==> src/rtl/stopwatch_controller_pkg.sv <==
`default_nettype none
// ---------------------------------------------------------------------------
// stopwatch_pkg: shared state encodings and prescaler divide helper | Rev 1.0
// ---------------------------------------------------------------------------
package stopwatch_pkg;

  typedef enum logic [2:0] {
    S_IDLE    = 3'd0,
    S_RUNNING = 3'd1,
    S_LAP     = 3'd2,
    S_PAUSED  = 3'd3,
    S_EXPIRED = 3'd4
  } sw_state_t;

  function automatic int unsigned calc_div(input int unsigned clk_hz,
                                           input int unsigned tick_hz);
    return clk_hz / tick_hz;
  endfunction

endpackage
`default_nettype wire

==> src/rtl/stopwatch_controller_if.sv <==
`default_nettype none
// ---------------------------------------------------------------------------
// stopwatch_controller_if: button/datapath signals of the stopwatch controller | Rev 1.0
// ---------------------------------------------------------------------------
interface stopwatch_controller_if;
  logic       start_stop;
  logic       lap_reset;
  logic       mode;
  logic       at_limit;
  logic       count_tick;
  logic       count_up;
  logic       count_clear;
  logic       count_load;
  logic       display_hold;
  logic       alarm;
  logic [2:0] state;

  modport master (
    output start_stop, lap_reset, mode, at_limit,
    input  count_tick, count_up, count_clear, count_load, display_hold, alarm, state
  );

  modport slave (
    input  start_stop, lap_reset, mode, at_limit,
    output count_tick, count_up, count_clear, count_load, display_hold, alarm, state
  );
endinterface
`default_nettype wire

==> src/rtl/stopwatch_controller_tick_prescaler.sv <==
`default_nettype none
// ---------------------------------------------------------------------------
// tick_prescaler: 0..DIV-1 wrapping counter with hold, clear and terminal count | Rev 1.0
// ---------------------------------------------------------------------------
module tick_prescaler #(
  parameter int unsigned DIV = 10
) (
  input  wire logic clk,
  input  wire logic rst_n,
  input  wire logic i_en,
  input  wire logic i_clr,
  output logic      o_tc
);
  localparam int unsigned c_W = $clog2(DIV);
  localparam logic [c_W-1:0] c_LAST = c_W'(DIV - 1);

  logic [c_W-1:0] r_cnt;

  always_ff @(posedge clk) begin
    if (!rst_n) begin
      r_cnt <= '0;
    end else if (i_clr) begin
      r_cnt <= '0;
    end else if (i_en) begin
      r_cnt <= (r_cnt == c_LAST) ? '0 : r_cnt + c_W'(1);
    end
  end

  assign o_tc = (r_cnt == c_LAST);
endmodule
`default_nettype wire

==> src/rtl/stopwatch_controller.sv <==
`default_nettype none
// ---------------------------------------------------------------------------
// stopwatch_controller: button-driven control FSM for the stopwatch counter | Rev 1.0
// ---------------------------------------------------------------------------
module stopwatch_controller
  import stopwatch_pkg::*;
#(
  parameter int unsigned CLK_HZ  = 100_000_000,
  parameter int unsigned TICK_HZ = 100
) (
  input  wire logic             clk,
  input  wire logic             rst_n,
  stopwatch_controller_if.slave sw
);
  localparam int unsigned c_DIV = calc_div(CLK_HZ, TICK_HZ);

  sw_state_t r_state, w_state_nxt;
  logic      r_ss_q, r_lr_q, r_md_q;
  logic      w_ss_edge, w_lr_raw, w_lr_edge, w_md_edge;
  logic      r_count_up, w_count_up_nxt;
  logic      r_tick, r_clear, r_load, r_hold, r_alarm;
  logic      w_tick_nxt, w_clear_nxt, w_load_nxt;
  logic      w_pre_en, w_pre_clr, w_pre_tc;

  assign w_ss_edge = sw.start_stop & ~r_ss_q;
  assign w_lr_raw  = sw.lap_reset  & ~r_lr_q;
  assign w_lr_edge = w_lr_raw & ~w_ss_edge;
  assign w_md_edge = sw.mode & ~r_md_q & ~w_ss_edge & ~w_lr_raw;

  tick_prescaler #(.DIV(c_DIV)) u_prescaler (
    .clk   (clk),
    .rst_n (rst_n),
    .i_en  (w_pre_en),
    .i_clr (w_pre_clr),
    .o_tc  (w_pre_tc)
  );

  always_comb begin
    w_state_nxt    = r_state;
    w_count_up_nxt = r_count_up;
    w_tick_nxt     = 1'b0;
    w_clear_nxt    = 1'b0;
    w_load_nxt     = 1'b0;
    w_pre_en       = 1'b0;
    w_pre_clr      = 1'b0;
    case (r_state)
      S_IDLE: begin
        w_pre_clr = 1'b1;
        if (w_ss_edge) begin
          w_state_nxt = S_RUNNING;
        end else if (w_lr_edge) begin
          w_clear_nxt = r_count_up;
          w_load_nxt  = ~r_count_up;
        end else if (w_md_edge) begin
          w_count_up_nxt = ~r_count_up;
        end
      end
      S_RUNNING, S_LAP: begin
        // A stop request landing on the tick boundary freezes the prescaler at DIV-1
        w_pre_en = ~(w_ss_edge & w_pre_tc);
        if (w_ss_edge) begin
          w_state_nxt = S_PAUSED;
        end else if (w_pre_tc && sw.at_limit) begin
          w_state_nxt = S_EXPIRED;
        end else begin
          w_tick_nxt = w_pre_tc;
          if (w_lr_edge) begin
            w_state_nxt = (r_state == S_RUNNING) ? S_LAP : S_RUNNING;
          end
        end
      end
      S_PAUSED: begin
        if (w_ss_edge) begin
          w_state_nxt = S_RUNNING;
        end else if (w_lr_edge) begin
          w_state_nxt = S_IDLE;
          w_clear_nxt = r_count_up;
          w_load_nxt  = ~r_count_up;
        end
      end
      S_EXPIRED: begin
        w_pre_clr = 1'b1;
        if (w_lr_raw) begin
          w_state_nxt = S_IDLE;
          w_clear_nxt = r_count_up;
          w_load_nxt  = ~r_count_up;
        end
      end
      default: begin
        w_state_nxt = S_IDLE;
        w_pre_clr   = 1'b1;
      end
    endcase
  end

  always_ff @(posedge clk) begin
    if (!rst_n) begin
      r_state    <= S_IDLE;
      r_count_up <= 1'b1;
      r_tick     <= 1'b0;
      r_clear    <= 1'b0;
      r_load     <= 1'b0;
      r_hold     <= 1'b0;
      r_alarm    <= 1'b0;
      r_ss_q     <= 1'b0;
      r_lr_q     <= 1'b0;
      r_md_q     <= 1'b0;
    end else begin
      r_state    <= w_state_nxt;
      r_count_up <= w_count_up_nxt;
      r_tick     <= w_tick_nxt;
      r_clear    <= w_clear_nxt;
      r_load     <= w_load_nxt;
      r_hold     <= (w_state_nxt == S_LAP);
      r_alarm    <= (w_state_nxt == S_EXPIRED);
      r_ss_q     <= sw.start_stop;
      r_lr_q     <= sw.lap_reset;
      r_md_q     <= sw.mode;
    end
  end

  assign sw.state        = r_state;
  assign sw.count_up     = r_count_up;
  assign sw.count_tick   = r_tick;
  assign sw.count_clear  = r_clear;
  assign sw.count_load   = r_load;
  assign sw.display_hold = r_hold;
  assign sw.alarm        = r_alarm;
endmodule
`default_nettype wire

==> src/flat_wrapper.sv <==
// flat-port wrapper written by rule: the top's interface ports become plain ports
module stopwatch_controller_flat import stopwatch_pkg::*;
#(
  parameter int unsigned CLK_HZ  = 100_000_000,
  parameter int unsigned TICK_HZ = 100
)
  (clk, rst_n, sw_start_stop, sw_lap_reset, sw_mode, sw_at_limit, sw_count_tick, sw_count_up, sw_count_clear, sw_count_load, sw_display_hold, sw_alarm, sw_state);
  stopwatch_controller_if sw_i ();
  input  wire logic clk;
  input  wire logic rst_n;
  input wire logic [$bits(sw_i.start_stop)-1:0] sw_start_stop;
  input wire logic [$bits(sw_i.lap_reset)-1:0] sw_lap_reset;
  input wire logic [$bits(sw_i.mode)-1:0] sw_mode;
  input wire logic [$bits(sw_i.at_limit)-1:0] sw_at_limit;
  output wire logic [$bits(sw_i.count_tick)-1:0] sw_count_tick;
  output wire logic [$bits(sw_i.count_up)-1:0] sw_count_up;
  output wire logic [$bits(sw_i.count_clear)-1:0] sw_count_clear;
  output wire logic [$bits(sw_i.count_load)-1:0] sw_count_load;
  output wire logic [$bits(sw_i.display_hold)-1:0] sw_display_hold;
  output wire logic [$bits(sw_i.alarm)-1:0] sw_alarm;
  output wire logic [$bits(sw_i.state)-1:0] sw_state;
  assign sw_i.start_stop = sw_start_stop;
  assign sw_i.lap_reset = sw_lap_reset;
  assign sw_i.mode = sw_mode;
  assign sw_i.at_limit = sw_at_limit;
  assign sw_count_tick = sw_i.count_tick;
  assign sw_count_up = sw_i.count_up;
  assign sw_count_clear = sw_i.count_clear;
  assign sw_count_load = sw_i.count_load;
  assign sw_display_hold = sw_i.display_hold;
  assign sw_alarm = sw_i.alarm;
  assign sw_state = sw_i.state;
  stopwatch_controller #(.CLK_HZ(CLK_HZ), .TICK_HZ(TICK_HZ)) u_core (.clk(clk), .rst_n(rst_n), .sw(sw_i));
endmodule
==> config.mk <==
export PLATFORM = sky130hd
export DESIGN_NAME = stopwatch_controller_flat
export DESIGN_NICKNAME = d
export VERILOG_FILES = /design/src/rtl/stopwatch_controller_pkg.sv /design/src/rtl/stopwatch_controller_if.sv /design/src/rtl/stopwatch_controller_tick_prescaler.sv /design/src/rtl/stopwatch_controller.sv /design/src/flat_wrapper.sv
export SDC_FILE = /design/constraint.sdc
export NUM_CORES = 1
export LEC_CHECK = 0
export BUFFER_PORTS_ARGS = -buffer_cell sky130_fd_sc_hd__buf_2
export CAP_MARGIN = 5
export CORE_ASPECT_RATIO = 0.8
export CORE_MARGIN = 2
export CORE_UTILIZATION = 52
export CTS_CLUSTER_DIAMETER = 80
export DETAILED_ROUTE_END_ITERATION = 12
export PLACE_DENSITY = 0.85
export SLEW_MARGIN = 20
export SYNTH_ARGS = -nofsm -noshare
export SYNTH_HDL_FRONTEND = slang
export SYNTH_SLANG_ARGS = --single-unit
export TNS_END_PERCENT = 1
==> constraint.sdc <==
create_clock -name clk -period 2.3 [get_ports clk]
set_input_delay 0.46 -clock clk [delete_from_list [all_inputs] [get_ports clk]]
set_output_delay 0.46 -clock clk [all_outputs]
set_load 0.01 [all_outputs]
==> results.rst, run 1 <==
.. list-table::
   :header-rows: 1

   * - Metric
     - Value
   * - Worst-case headroom to the max-slew limit
     - between 60% and 70%
   * - Final wirelength
     - between 3 and 4 mm
   * - Initial Util
     - 53.9%
   * - Number of buffers inserted to repair setup after CTS
     - 0
   * - Peak fanout along the critical path
     - 6
   * - Finished Layout Cells
     - 262
   * - Final hold viol count
     - 0
   * - Antenna diode instance count
     - 0
   * - Required arrival time at the worst endpoint
     - ~2.4 ns
   * - Number of warnings issued by yosys
     - 0
   * - Total of hold buffers inserted after clock tree synthesis
     - 0
   * - Final period demand of the worst path
     - between 2 and 2.5 ns
   * - Number of H-tree branching levels
     - 2
   * - Post-synthesis area per instance
     - 8.47 um^2
   * - Path category of the worst min-delay check
     - input port to flip-flop
   * - Final setup TNS
     - 0 ns
   * - Total design power
     - 1210 uW
   * - Hold path startpoint
     - sw_at_limit
   * - Vias after detailed routing
     - about 1,600
   * - Fin crit share
     - 92.0%
   * - CTS tree
     - done
   * - Start of the worst register-to-register path
     - u_core.u_prescaler.r_cnt[11]
   * - Number of flops mapped to enable cells by yosys
     - 0
   * - Register-to-register path setup slack
     - 0.18 ns
   * - Post-Synthesis Net Count
     - 202
   * - Path type of the worst setup path
     - flip-flop to flip-flop
   * - Root buffer selected by CTS
     - sky130_fd_sc_hd__clkbuf_8
   * - Post-DR wirelength/cell
     - 14.3 um
   * - Layout Skew
     - around 0.0096 ns
   * - Total instance count after detailed placement
     - around 250
   * - Clk_lat worst skew
     - about 0.28 ns
   * - GR Util All Layers
     - a little under a quarter
   * - Leakage dissipation
     - about 0.00067 uW
   * - Relative area change from synthesis to final layout
     - 17.7%
   * - CP startpoint kind
     - flip-flop
   * - Type of destination of the critical path
     - flip-flop
   * - Clock slew at reported path FFs
     - 0.07 ns
   * - Worst-margin pin slew
     - approximately 0.53 ns
   * - Max Root-Sink Buffers
     - 2
   * - Share of Yosys cell area claimed by the top area cell type
     - 38.8%
   * - Estimated wirelength of the detail-placed design
     - ~2.6 mm
   * - Area after detailed placement
     - about 1800 um^2
   * - Max-cap violation count
     - 0
   * - Initial antenna violation count
     - 0
   * - Ys async rst share
     - 0%
   * - Number of remaining DRC errors
     - 0
   * - DRT antenna net count
     - 0
   * - Register area share after synthesis
     - roughly two fifths
   * - Number of distinct library cells after synthesis
     - 43
   * - Post-Syn Instances
     - 195
   * - Run status
     - finished, final reports clean
   * - Global-route wire length before repair
     - 6.32 mm
   * - Die Y-Extent
     - ~54 um
   * - Layout cell share with drive strength beyond 1
     - about 18%
   * - Leading cell types in the layout, fill and taps excluded
     - sky130_fd_sc_hd__dfxtp_1 (32), sky130_fd_sc_hd__or3_1 (14), sky130_fd_sc_hd__buf_2 (14), sky130_fd_sc_hd__buf_4 (14)
   * - Endpoint arrival time on the critical path
     - ~2.3 ns
   * - Largest net degree at the start of global routing
     - 16
   * - Count of final max-slew check failures
     - 0
   * - Reg-to-reg critical path endpoint
     - u_core.u_prescaler.r_cnt[3]
   * - Row count
     - 18
   * - Core footprint
     - 3060 um^2
   * - Most used DFF post-synth
     - sky130_fd_sc_hd__dfxtp_1
   * - Overall die width
     - between 60 and 70 um
   * - Fillers
     - 262
   * - Number of clock sinks
     - 32
   * - Commonest non-fill, non-tap cell in the layout
     - sky130_fd_sc_hd__dfxtp_1
   * - Power density over the cells
     - 625 nW/um^2
   * - Endpoint of the worst hold path
     - u_core.sw.display_hold
   * - Placer's final routability congestion estimate
     - approximately 0.86
   * - First-pass DRT Iterations
     - 4
   * - Number of buffers added on ports
     - 14
   * - Num CTS Buffers
     - 5
   * - Logic depth of the worst register-to-register path
     - 4
   * - Number of instances on the worst hold path
     - 2
   * - Ports placed on the boundary
     - 15
   * - Dominant cell type by area after synthesis
     - sky130_fd_sc_hd__dfxtp_1
   * - Layout Nets
     - between 200 and 250
   * - IR Drop Worst-Case VDD
     - between 0.3 and 0.4 mV
   * - Maximum frequency from static timing analysis
     - around 470 MHz
   * - Endpoints failing setup
     - 0
   * - Top cells by area, synth
     - sky130_fd_sc_hd__dfxtp_1 (39%), sky130_fd_sc_hd__or3_1 (5.3%), sky130_fd_sc_hd__a21oi_1 (3.6%)
   * - Initial drt markers
     - about 180
   * - Cell area after synthesis
     - between 1500 and 2000 um^2
   * - Via count of the first global-routing pass
     - about 1,400
   * - Area of all placed cells without fillers
     - 1940 um^2
   * - Number of vias per cell after detailed routing
     - ~6
   * - Start point of the critical path
     - u_core.u_prescaler.r_cnt[11]
   * - Seq cells post-synth
     - 32
   * - Setup repair after global routing missed its margin
     - false
   * - Die area
     - 3650 um^2
   * - Gr ovfl total
     - 0
==> registers in the layout, indices dropped and copies added, names as in the netlist <==
signal,flops
u_core.sw.count_load,1
u_core.sw.count_tick,1
u_core.sw.count_clear,1
u_core.sw.alarm,1
u_core.r_md_q,1
u_core.sw.count_up,1
u_core.r_ss_q,1
u_core.sw.display_hold,1
u_core.sw.state,3
u_core.u_prescaler.r_cnt,20
u_core.r_lr_q,1
==> kinds of logic (layout without fill, tap and decap cells) <==
group	Yosys count	in the layout	share of synthesized area, %
adder cells (fa/ha/maj)	1	1	0.757
buffers and inverters	15	42	4.09
XOR/XNOR	6	6	3.18
AND/OR/NAND/NOR	94	94	33.9
flip-flops	32	32	38.8
AO/OA/AOI/OAI	42	42	16.3
multiplexers	5	5	3.03
==> cell usage after synthesis (all sizes together), types with 6 or more instances <==
library cell	number
o21ai	12
or4	6
inv	6
or3	15
nor4	6
dfxtp	32
nand3	11
nand2	10
nor2	12
a21oi	12
nand4	7
==> per-layer routing <==
metal | GRT usage [%] | vias up | share of wire, %
met5 | 0 | - | 0
met4 | 8.84 | 0 | 1.3
met3 | 5.14 | 8 | 6.3
met2 | 35.3 | 60 | 44
met1 | 32.1 | 703 | 49
li1 | - | 788 | -
==> area by class of cell <==
cell class / count / area [um^2] / area share, %
Multi-Input combinational cell: 148 / 947 / 48.7
Sequential cell: 32 / 641 / 33.0
Timing Repair Buffer: 28 / 175 / 9.01
Clock buffer: 6 / 72.6 / 3.73
Tap cell: 40 / 50.0 / 2.58
Clock inverter: 2 / 35.0 / 1.80
Inverter: 6 / 22.5 / 1.16
==> critical path, cell delays in order (launching register included) <==
cell and delay [ns]:
sky130_fd_sc_hd__dfxtp_1 0.33, sky130_fd_sc_hd__or4_4 0.56, sky130_fd_sc_hd__or4_4 0.56, sky130_fd_sc_hd__o311ai_0 0.39, sky130_fd_sc_hd__mux2i_1 0.14
==> worst max path at each step <==
stage                                    to  slack (ns)  cells after the start
5_1_grt        u_core.u_prescaler.r_cnt[18]        0.11                      5
3_3_place_gp    u_core.u_prescaler.r_cnt[4]        0.13                      5
4_1_cts         u_core.u_prescaler.r_cnt[3]        0.08                      4
6_report        u_core.u_prescaler.r_cnt[3]        0.18                      4
2_1_floorplan  u_core.u_prescaler.r_cnt[19]        0.18                      6
3_5_place_dp    u_core.u_prescaler.r_cnt[4]        0.11                      5
==> stage by stage <==
stage	util (%)	hold slack [ns]	setup WS, ns
floorplan	-	0.451	0.181
global placement	59.8	0.448	0.125
detailed placement	59.8	0.464	0.111
CTS	63.3	0.398	0.0789
global route	63.4	0.391	0.114
finish	63.4	0.400	0.183
==> timing repair <==
item	4_1_cts	5_1_grt
gates resized for setup	0	1
setup endpoints to repair	0	6
hold endpoints to repair	0	0
==> power breakdown <==
part / total, uW / internal [uW] / switching (uW)
logic: 125 / 49.1 / 76.1
clock network: 519 / 321 / 198
registers: 571 / 565 / 6.14
(Power assumes the default switching activity.)
==> run 2: changes to the inputs <==
Settings changed: CELL_PAD_IN_SITES_DETAIL_PLACEMENT from default to 1, CELL_PAD_IN_SITES_GLOBAL_PLACEMENT from default to 1, CORE_ASPECT_RATIO 0.8 to 1.2, CORE_UTILIZATION 52 to 39, PLACE_DENSITY 0.85 to 0.84.
==> run 2 against run 1 <==
Compared with the run above:
- combinational power up 4%
- global-route usage is 2.6 points lower
- routed wire length is 13% higher
- final cell count up 5.3%
- critical endpoint is now u_core.u_prescaler.r_cnt[19]
- largest cell class unchanged
- highest routed layer unchanged
==> results.rst, run 2 (same netlist as run 1, synthesis figures left out) <==
.. list-table::
   :header-rows: 1

   * - Metric
     - Value
   * - Finished Layout Cells
     - 276
   * - Cell-by-cell trace of the critical path
     - or4_4 > or4_4 > o31ai_4 > buf_4 > a21oi_1
   * - Largest Register
     - u_core.u_prescaler.r_cnt
   * - Ports placed on the boundary
     - 15
   * - Peak fanout along the critical path
     - 9
   * - Endpoint arrival time on the critical path
     - around 2.3 ns
   * - Relative area change from synthesis to final layout
     - 18.0%
   * - Number of buffers inserted to repair setup after CTS
     - 0
   * - Core footprint
     - between 4000 and 5000 um^2
   * - CP startpoint kind
     - flip-flop
   * - Number of buffers added on ports
     - 14
   * - IR Drop Worst-Case VDD
     - about 0.32 mV
   * - Endpoints failing setup
     - 0
   * - Root buffer selected by CTS
     - sky130_fd_sc_hd__clkbuf_8
   * - Highest cell delay on the worst timing path
     - 0.57 ns
   * - Post-cts sizing count
     - 0
   * - GR Util All Layers
     - roughly a fifth
   * - Max-cap violation count
     - 0
   * - Commonest non-fill, non-tap cell in the layout
     - sky130_fd_sc_hd__dfxtp_1
   * - Relative contribution of sequential cells to total power
     - roughly half
   * - Worst-margin pin slew
     - around 0.54 ns
   * - Design internal power
     - 859 uW
   * - Total instance count after detailed placement
     - approximately 270
   * - Run status
     - finished, final reports clean
   * - First-pass DRT Iterations
     - 4
   * - Initial antenna violation count
     - 0
   * - Die Y-Extent
     - about 75 um
   * - Die area
     - between 4000 and 5000 um^2
   * - Count of final max-slew check failures
     - 0
   * - Gr ovfl total
     - 0
   * - Worst-case headroom to the max-slew limit
     - a little under two thirds
   * - Type of destination of the critical path
     - flip-flop
   * - Number of vias per cell after detailed routing
     - roughly 5.7
   * - Number of H-tree branching levels
     - 2
   * - Fin crit share
     - around nine tenths
   * - Overall die width
     - 63.4 um
   * - Initial drt markers
     - between 60 and 70
   * - Cell type of the slowest stage on the worst timing path
     - sky130_fd_sc_hd__or4_4
   * - Final wirelength
     - ~4.2 mm
   * - Largest register FFs
     - 20
   * - Clk_lat worst skew
     - ~0.29 ns
   * - Required arrival time at the worst endpoint
     - around 2.5 ns
   * - Placer's final routability congestion estimate
     - about 0.8
   * - Number of clock sinks
     - 32
   * - Setup repair after global routing missed its margin
     - false
   * - Leakage dissipation
     - ~0.00066 uW
   * - Final period demand of the worst path
     - 2.08 ns
   * - Switching fraction of total power
     - between 20% and 30%
   * - Layout cell share with drive strength beyond 1
     - 18.5%
   * - Part of the total power dissipated in combinational logic
     - 11.3%
   * - Global-route wire length before repair
     - approximately 7.4 mm
   * - Num CTS Buffers
     - 5
   * - Row count
     - 25
   * - Part of the total power dissipated in the clock network
     - between 30% and 40%
   * - Maximum frequency from static timing analysis
     - 480 MHz
   * - Number of remaining DRC errors
     - 0
   * - DRT antenna net count
     - 0
   * - Power density over the cells
     - a little under 600 nW/um^2
   * - Via count of the first global-routing pass
     - approximately 1,600
   * - Post-DR wirelength/cell
     - 15.3 um
   * - Leading cell types in the layout, fill and taps excluded
     - sky130_fd_sc_hd__dfxtp_1 (32), sky130_fd_sc_hd__or3_1 (14), sky130_fd_sc_hd__buf_2 (14), sky130_fd_sc_hd__buf_4 (14)
   * - Layout Skew
     - between 0.005 and 0.006 ns
   * - Path type of the worst setup path
     - flip-flop to flip-flop
   * - Clock slew at reported path FFs
     - approximately 0.07 ns
   * - Estimated wirelength of the detail-placed design
     - 3.13 mm
   * - Final setup TNS
     - 0 ns
   * - Layout Nets
     - around 230
   * - Final hold viol count
     - 0
   * - Net switching power of the design
     - between 200 and 300 uW
   * - CTS tree
     - done
   * - Path category of the worst min-delay check
     - input port to flip-flop
   * - Max Root-Sink Buffers
     - 2
   * - CP dominant cell by count
     - sky130_fd_sc_hd__or4_4
   * - Largest net degree at the start of global routing
     - 13
   * - Antenna diode instance count
     - 0
   * - Vias after detailed routing
     - around 1,600
   * - Initial Util
     - about two fifths
   * - Total of hold buffers inserted after clock tree synthesis
     - 0
## run 2: worst paths after layout
| check | startpoint | endpoint | slack [ns] | depth (start not counted) |
|---|---|---|---|---|
| worst max-delay path | u_core.u_prescaler.r_cnt[11] | u_core.u_prescaler.r_cnt[19] | 0.22 | 5 |
| worst min-delay path | sw_at_limit | u_core.sw.display_hold | 0.38 | 2 |
| worst max register to register | u_core.u_prescaler.r_cnt[11] | u_core.u_prescaler.r_cnt[19] | 0.22 | 5 |
| worst min register to register | u_core.sw.count_up | u_core.sw.count_load | 0.47 | 1 |
## run 2: stage by stage
stage | utilization, % | hold slack (ns) | power [uW] | instance area (um^2) | setup slack, ns
6_report | 48.7 | 0.376 | 1150 | 1950 | 0.218
4_1_cts | 48.4 | 0.369 | 1170 | 1940 | 0.0760
2_1_floorplan | - | 0.451 | 662 | 1650 | 0.181
3_5_place_dp | 46.2 | 0.463 | 713 | 1850 | 0.130
3_3_place_gp | 46.2 | 0.460 | 709 | 1850 | 0.139
5_1_grt | 48.7 | 0.388 | 1200 | 1950 | 0.120
## run 2: critical path: cells and delay by family, from the launching register on
family	cells	cell delay [ns]
compound gates	2	0.31
flops	1	0.32
buf+inv	1	0.20
simple gates	2	1.13
## run 2: power by group through the flow
stage                     clock network [uW]  logic, uW  registers (uW)
final                                    448        130             571
after floorplan                            0       77.2             585
after global routing                     484        144             572
after CTS                                464        131             571
after global placement                     0        126             583
after detailed placement                   0        129             584
## run 2: final cells by class
class                   instances  area, um^2
fillers                       513        2060
well taps                      54        67.6
clock buffers                   8        90.1
inverters                       6        22.5
repair buffers                 28         175
multi-input cells             148         952
flip-flops and latches         32         641
## run 2: per-layer routing
layer	wire [um]	global-route usage (%)
met5	0	0
met2	2140	38.5
met3	118	4.93
met4	98	9.42
met1	1870	22.2
